==> src/rtl/dmem_sram_ctrl.sv <==
// ---------------------------------------------------------------------------
// dmem_sram_ctrl
//   Responder for the MEM-stage data-memory port. Each accepted load/store is
//   turned into one timed cycle on an external asynchronous 32-bit SRAM. The
//   MEM stage is stalled through dm_busy_o until the access reaches DONE, at
//   which point dm_done_o pulses and (for loads) dm_rdata_o holds the word.
//
// Ports
//   clk, rst_n        clock (rising edge) and synchronous active-low reset
//   dm_req_i          MEM stage has a valid load/store this cycle
//   dm_rw_i           1 = read, 0 = write
//   dm_addr_i         byte address; [1:0] and bits above ADDR_W+1 ignored
//   dm_wbe_n_i        active-low byte-lane write enables
//   dm_wdata_i        write data, lanes unshifted
//   dm_rdata_o        last completed read word
//   dm_busy_o         combinational stall to the MEM stage
//   dm_done_o         one-cycle completion pulse
//   sram_addr_o       SRAM word address
//   sram_be_n_o       SRAM byte enables (active low)
//   sram_ce_n_o       SRAM chip enable (active low)
//   sram_oe_n_o       SRAM output enable (active low)
//   sram_we_n_o       SRAM write enable (active low)
//   sram_dq_i         SRAM data bus, input side
//   sram_dq_o         SRAM data bus, output side
//   sram_dq_oe_o      1 = controller drives the data bus
// ---------------------------------------------------------------------------
module dmem_sram_ctrl #(
  parameter int ADDR_W   = 20,
  parameter int RD_WAIT  = 1,
  parameter int WR_PULSE = 1
) (
  input  logic              clk,
  input  logic              rst_n,
  input  logic              dm_req_i,
  input  logic              dm_rw_i,
  input  logic [31:0]       dm_addr_i,
  input  logic [3:0]        dm_wbe_n_i,
  input  logic [31:0]       dm_wdata_i,
  output logic [31:0]       dm_rdata_o,
  output logic              dm_busy_o,
  output logic              dm_done_o,
  output logic [ADDR_W-1:0] sram_addr_o,
  output logic [3:0]        sram_be_n_o,
  output logic              sram_ce_n_o,
  output logic              sram_oe_n_o,
  output logic              sram_we_n_o,
  input  logic [31:0]       sram_dq_i,
  output logic [31:0]       sram_dq_o,
  output logic              sram_dq_oe_o
);

  typedef enum logic [2:0] {
    S_IDLE,
    S_RD,
    S_WR_SETUP,
    S_WR_PULSE,
    S_WR_HOLD,
    S_DONE
  } state_t;

  // Last counter value of the read strobe and of the write pulse.
  localparam logic [7:0] RD_LAST = 8'(RD_WAIT);
  localparam logic [7:0] WR_LAST = 8'(WR_PULSE - 1);

  state_t              r_state;
  state_t              w_nextState;
  logic [7:0]          r_cnt;
  logic [3:0]          r_beN;
  logic [31:0]         r_rdata;
  logic                r_done;
  logic [ADDR_W-1:0]   r_addr;
  logic [3:0]          r_sramBeN;
  logic                r_ceN;
  logic                r_oeN;
  logic                r_weN;
  logic [31:0]         r_dqOut;
  logic                r_dqOe;

  logic                w_accept;
  logic [3:0]          w_beSel;
  logic                w_ceN;
  logic                w_oeN;
  logic                w_weN;
  logic [3:0]          w_beN;
  logic                w_dqOe;
  logic                w_done;
  logic                w_unusedAddrBits;

  assign w_unusedAddrBits = ^{dm_addr_i[31:ADDR_W+2], dm_addr_i[1:0]};

  // Requests are only looked at while idle; afterwards the latched copy rules.
  assign w_accept = (r_state == S_IDLE) && dm_req_i;
  assign w_beSel  = w_accept ? dm_wbe_n_i : r_beN;

  assign dm_busy_o = rst_n & dm_req_i & (r_state != S_DONE);

  // Next-state decode. A write with no lanes enabled skips the SRAM entirely.
  always_comb begin
    w_nextState = r_state;
    case (r_state)
      S_IDLE: begin
        if (dm_req_i) begin
          if (dm_rw_i)                   w_nextState = S_RD;
          else if (dm_wbe_n_i != 4'hF)   w_nextState = S_WR_SETUP;
          else                           w_nextState = S_DONE;
        end
      end
      S_RD:       if (r_cnt == RD_LAST) w_nextState = S_DONE;
      S_WR_SETUP: w_nextState = S_WR_PULSE;
      S_WR_PULSE: if (r_cnt == WR_LAST) w_nextState = S_WR_HOLD;
      S_WR_HOLD:  w_nextState = S_DONE;
      S_DONE:     w_nextState = S_IDLE;
      default:    w_nextState = S_IDLE;
    endcase
  end

  // Pin values are decoded from the state being entered so the registered
  // pins are already correct in the first cycle spent in that state.
  always_comb begin
    w_ceN  = 1'b1;
    w_oeN  = 1'b1;
    w_weN  = 1'b1;
    w_beN  = 4'hF;
    w_dqOe = 1'b0;
    w_done = 1'b0;
    case (w_nextState)
      S_RD: begin
        w_ceN = 1'b0;
        w_oeN = 1'b0;
        w_beN = 4'h0;
      end
      S_WR_SETUP, S_WR_HOLD: begin
        w_ceN  = 1'b0;
        w_beN  = w_beSel;
        w_dqOe = 1'b1;
      end
      S_WR_PULSE: begin
        w_ceN  = 1'b0;
        w_weN  = 1'b0;
        w_beN  = w_beSel;
        w_dqOe = 1'b1;
      end
      S_DONE:  w_done = 1'b1;
      default: ;
    endcase
  end

  // State, cycle counter, request latch and registered pins.
  always_ff @(posedge clk) begin
    if (!rst_n) begin
      r_state   <= S_IDLE;
      r_cnt     <= 8'd0;
      r_beN     <= 4'hF;
      r_rdata   <= 32'd0;
      r_done    <= 1'b0;
      r_addr    <= '0;
      r_sramBeN <= 4'hF;
      r_ceN     <= 1'b1;
      r_oeN     <= 1'b1;
      r_weN     <= 1'b1;
      r_dqOut   <= 32'd0;
      r_dqOe    <= 1'b0;
    end else begin
      r_state   <= w_nextState;
      r_cnt     <= (w_nextState != r_state) ? 8'd0 : r_cnt + 8'd1;
      if (w_accept) begin
        r_beN   <= dm_wbe_n_i;
        r_addr  <= dm_addr_i[ADDR_W+1:2];
        r_dqOut <= dm_wdata_i;
      end
      // The final strobe cycle is the one whose data is captured.
      if (r_state == S_RD && w_nextState == S_DONE) r_rdata <= sram_dq_i;
      r_done    <= w_done;
      r_sramBeN <= w_beN;
      r_ceN     <= w_ceN;
      r_oeN     <= w_oeN;
      r_weN     <= w_weN;
      r_dqOe    <= w_dqOe;
    end
  end

  assign dm_rdata_o   = r_rdata;
  assign dm_done_o    = r_done;
  assign sram_addr_o  = r_addr;
  assign sram_be_n_o  = r_sramBeN;
  assign sram_ce_n_o  = r_ceN;
  assign sram_oe_n_o  = r_oeN;
  assign sram_we_n_o  = r_weN;
  assign sram_dq_o    = r_dqOut;
  assign sram_dq_oe_o = r_dqOe;

endmodule

==> config.mk <==
export PLATFORM = sky130hd
export DESIGN_NAME = dmem_sram_ctrl
export DESIGN_NICKNAME = d
export VERILOG_FILES = /design/src/rtl/dmem_sram_ctrl.sv
export SDC_FILE = /design/constraint.sdc
export NUM_CORES = 1
export LEC_CHECK = 0
export CAP_MARGIN = 20
export CORE_ASPECT_RATIO = 0.75
export CORE_UTILIZATION = 42
export DETAILED_ROUTE_END_ITERATION = 8
export DONT_BUFFER_PORTS = 1
export PLACE_DENSITY_LB_ADDON = 0.05
export SETUP_SLACK_MARGIN = 0.15
export SYNTH_ARGS = -nofsm -noshare
export SYNTH_HDL_FRONTEND = slang
export SYNTH_SLANG_ARGS = --single-unit
==> constraint.sdc <==
create_clock -name clk -period 2.8 [get_ports clk]
set_input_delay 0.14 -clock clk [delete_from_list [all_inputs] [get_ports clk]]
set_output_delay 0.14 -clock clk [all_outputs]
set_load 0.05 [all_outputs]
==> results.json <==
{
  "reg2reg_depth": 5,
  "first_pass_iters": 5,
  "path_class": "flip-flop to flip-flop",
  "cts-resized-gates": 0,
  "p_int_w": 0.00261,
  "finalMaxSlewViolations": 0,
  "hold_path_end": "r_state[1]",
  "synth-edff-count": 0,
  "powerDensity_nw_per_um2": 712,
  "die-height_um": 88.8,
  "portBuffers": 0,
  "status": "completed",
  "cp-start-kind": "flip-flop",
  "swShare_pct": 33.1,
  "nets": 668,
  "worst_pin_slew_ps": 574,
  "timing.fmax_mhz": 422,
  "pwr-share-seq_pct": 54.8,
  "die-area_sq_um": 10400,
  "vias": 3442,
  "cts_buffers": 9,
  "skew_ps": 5.93,
  "htree_num_levels": 3,
  "wl_met1_um": 4750,
  "ir_drop_mv": 0.404,
  "synth_nets": 593,
  "tritoncts": "done",
  "wl_met2_um": 4720,
  "finalHoldViolations": 0,
  "wirelength_um": 10400,
  "coreArea_sq_um": 9700,
  "post_cts.repair.setup_buffers": 0,
  "die_x_um": 118,
  "overflow": 0,
  "rrSetupSlack_ps": 430,
  "synth.top_cell.area_share_pct": 51.3,
  "min-delay-start": "dm_rw_i",
  "total_power_w": 0.00389,
  "n_antenna_cell": 0,
  "first_iter_violations": 148,
  "clock_sinks": 108,
  "slew_headroom_pct": 61.7,
  "grt_pass1_vias": 3176,
  "rsz0062_at_grt": "no",
  "clock_path_buffers": 2,
  "worstPathRequired_ps": 3020,
  "grt_max_degree": 94,
  "drive_gt1_share_pct": 5.49,
  "gp_congestion": 0.752,
  "ys_seq_area_share_pct": 51.3,
  "cp.arrival_ps": 2590,
  "ys_warn_count": 0,
  "clk_pin_slew_ps": 60,
  "syn_to_final_growth_pct": 29.7,
  "timing.rr.start": "r_state[2]",
  "synth_top_cells_by_count": "186 x nand2_1, 108 x dfxtp_1, 46 x a21boi_1",
  "endpoint_kind": "flip-flop",
  "nFillCells": 878,
  "postSynthAreaPerCell_sq_um": 8.68,
  "yosysMostFrequentCell": "nand2_1",
  "yosys-top-cells-area": "dfxtp_1 51%, nand2_1 17%, a21boi_1 8.2%, a21boi_0 6.9%, clkbuf_1 1.7%",
  "synth-main-ff-cell": "dfxtp_1",
  "r2r-end": "r_beN[2]",
  "clk_latency_ps": 330,
  "power.switching_w": 0.00129,
  "postCtsHoldBufs": 89,
  "hpwl_um": 6580,
  "grt_pass1_wl_um": 16000,
  "wl_per_cell_um": 14.9,
  "layout_setup_ws_ps": 430,
  "row_count": 31,
  "drtAntennaViolNets": 0,
  "drv_cap": 0,
  "antenna_found_initial": 0,
  "grt_use_total_pct": 19.3,
  "cts-root-buf": "clkbuf_16",
  "whs_path_depth": 3,
  "setup_violations": 0,
  "tns_ps": 0,
  "clkPwrFrac_pct": 31.9,
  "synth_top_area_cell": "dfxtp_1",
  "wl_met3_um": 843,
  "syn_area_sq_um": 4220,
  "synth-seq-cells": 108,
  "syn_inst": 486,
  "initial_core_util_pct": 43.5,
  "post-route-period-util_pct": 84.6,
  "path_max_fanout": 46,
  "min_period_ps": 2370,
  "ioPinCount": 198,
  "synthDistinctLibCells": 40,
  "drcViolationCount": 0,
  "p_comb_share_pct": 13.3,
  "viasPerCell": 4.94,
  "preCtsSetupSlack_ps": 787,
  "async_reset_ff_share_pct": 0,
  "top_layer_used": "met4",
  "hold_path_class": "primary input to flip-flop",
  "p_leak_nw": 2.00
}
-- cell type report --
type | count | area [sq um] | area share (%)
repair buffers | 96 | 961 | 17.6
inverters | 4 | 15.0 | 0.275
flip-flops and latches | 108 | 2160 | 39.5
clock inverters | 5 | 52.6 | 0.961
multi-input cells | 342 | 1870 | 34.3
well taps | 132 | 165 | 3.02
clock buffers | 10 | 239 | 4.37
-- cell usage in the layout, fill, tap and decap left out, types with 5 or more instances in the layout --
cell,instances
nand2_1,185
dfxtp_1,108
dlygate4sd3_1,88
a21boi_1,46
a21boi_0,39
nor2_1,10
nor3_1,9
clkbuf_16,9
buf_4,7
nand3_1,5
-- cells by family (layout without fill, tap and decap cells) --
family                   after synthesis  in the layout  synth area share [%]
AND/OR/NAND/NOR                      222            222                  21.8
flip-flops                           108            108                  51.3
AO/OA/AOI/OAI                        106            106                  19.0
buffers and inverters                 36            115                  4.54
XOR/XNOR                               6              6                  1.25
multiplexers                           5              5                  1.22
adder cells (fa/ha/maj)                3              3                 0.890
-- worst max-delay path by stage --
stage / cells past startpoint / startpoint / slack, ps / to
after floorplan: 4 / rst_n / 1150 / dm_busy_o
after CTS: 5 / r_state[0] / 420 / r_beN[2]
final: 5 / r_state[2] / 430 / r_beN[2]
after global routing: 5 / r_state[2] / 300 / r_beN[2]
after detailed placement: 5 / r_state[2] / 790 / sram_be_n_o[2]
after global placement: 5 / r_state[2] / 810 / sram_be_n_o[1]
-- power by group through the flow --
stage	sequential (W)	combinational, W	clock (W)
2_1_floorplan	0.00213	0.000365	0
3_3_place_gp	0.00217	0.000388	0
3_5_place_dp	0.00217	0.000400	0
4_1_cts	0.00214	0.000523	0.00129
5_1_grt	0.00215	0.000581	0.00136
6_report	0.00213	0.000518	0.00124
-- per-layer routing --
metal	track usage [%]	vias to the layer above
li1	-	1750
met1	24.7	1566
met2	30.5	118
met3	7.41	8
met4	5.13	0
met5	0	-
-- state kept, by name (all words and copies together) (netlist names) --
| register | flops |
|---|---|
| sram_oe_n_o | 1 |
| sram_we_n_o | 1 |
| r_cnt | 8 |
| sram_dq_o | 32 |
| sram_addr_o | 20 |
| sram_be_n_o | 4 |
| dm_rdata_o | 32 |
| sram_ce_n_o | 1 |
| r_state | 3 |
| dm_done_o | 1 |
| sram_dq_oe_o | 1 |
| r_beN | 4 |
-- stage by stage --
step                      hold WS (ps)  area (sq um)  instances  utilization [%]
final                             80.5          5470        697             56.4
after global routing              82.0          5470        697             56.4
after CTS                         67.4          5470        697             56.4
after detailed placement           226          4270        593             44.0
after global placement             218          4270        593             44.0
after floorplan                    275          4220        486                -
-- critical path: stages (launching register included) --
cell	delay, ps
dfxtp_1	440
nor4b_4	380
buf_4	480
mux2i_1	300
nand2_1	70
dlygate4sd3_1	560
(Power assumes the default switching activity.)
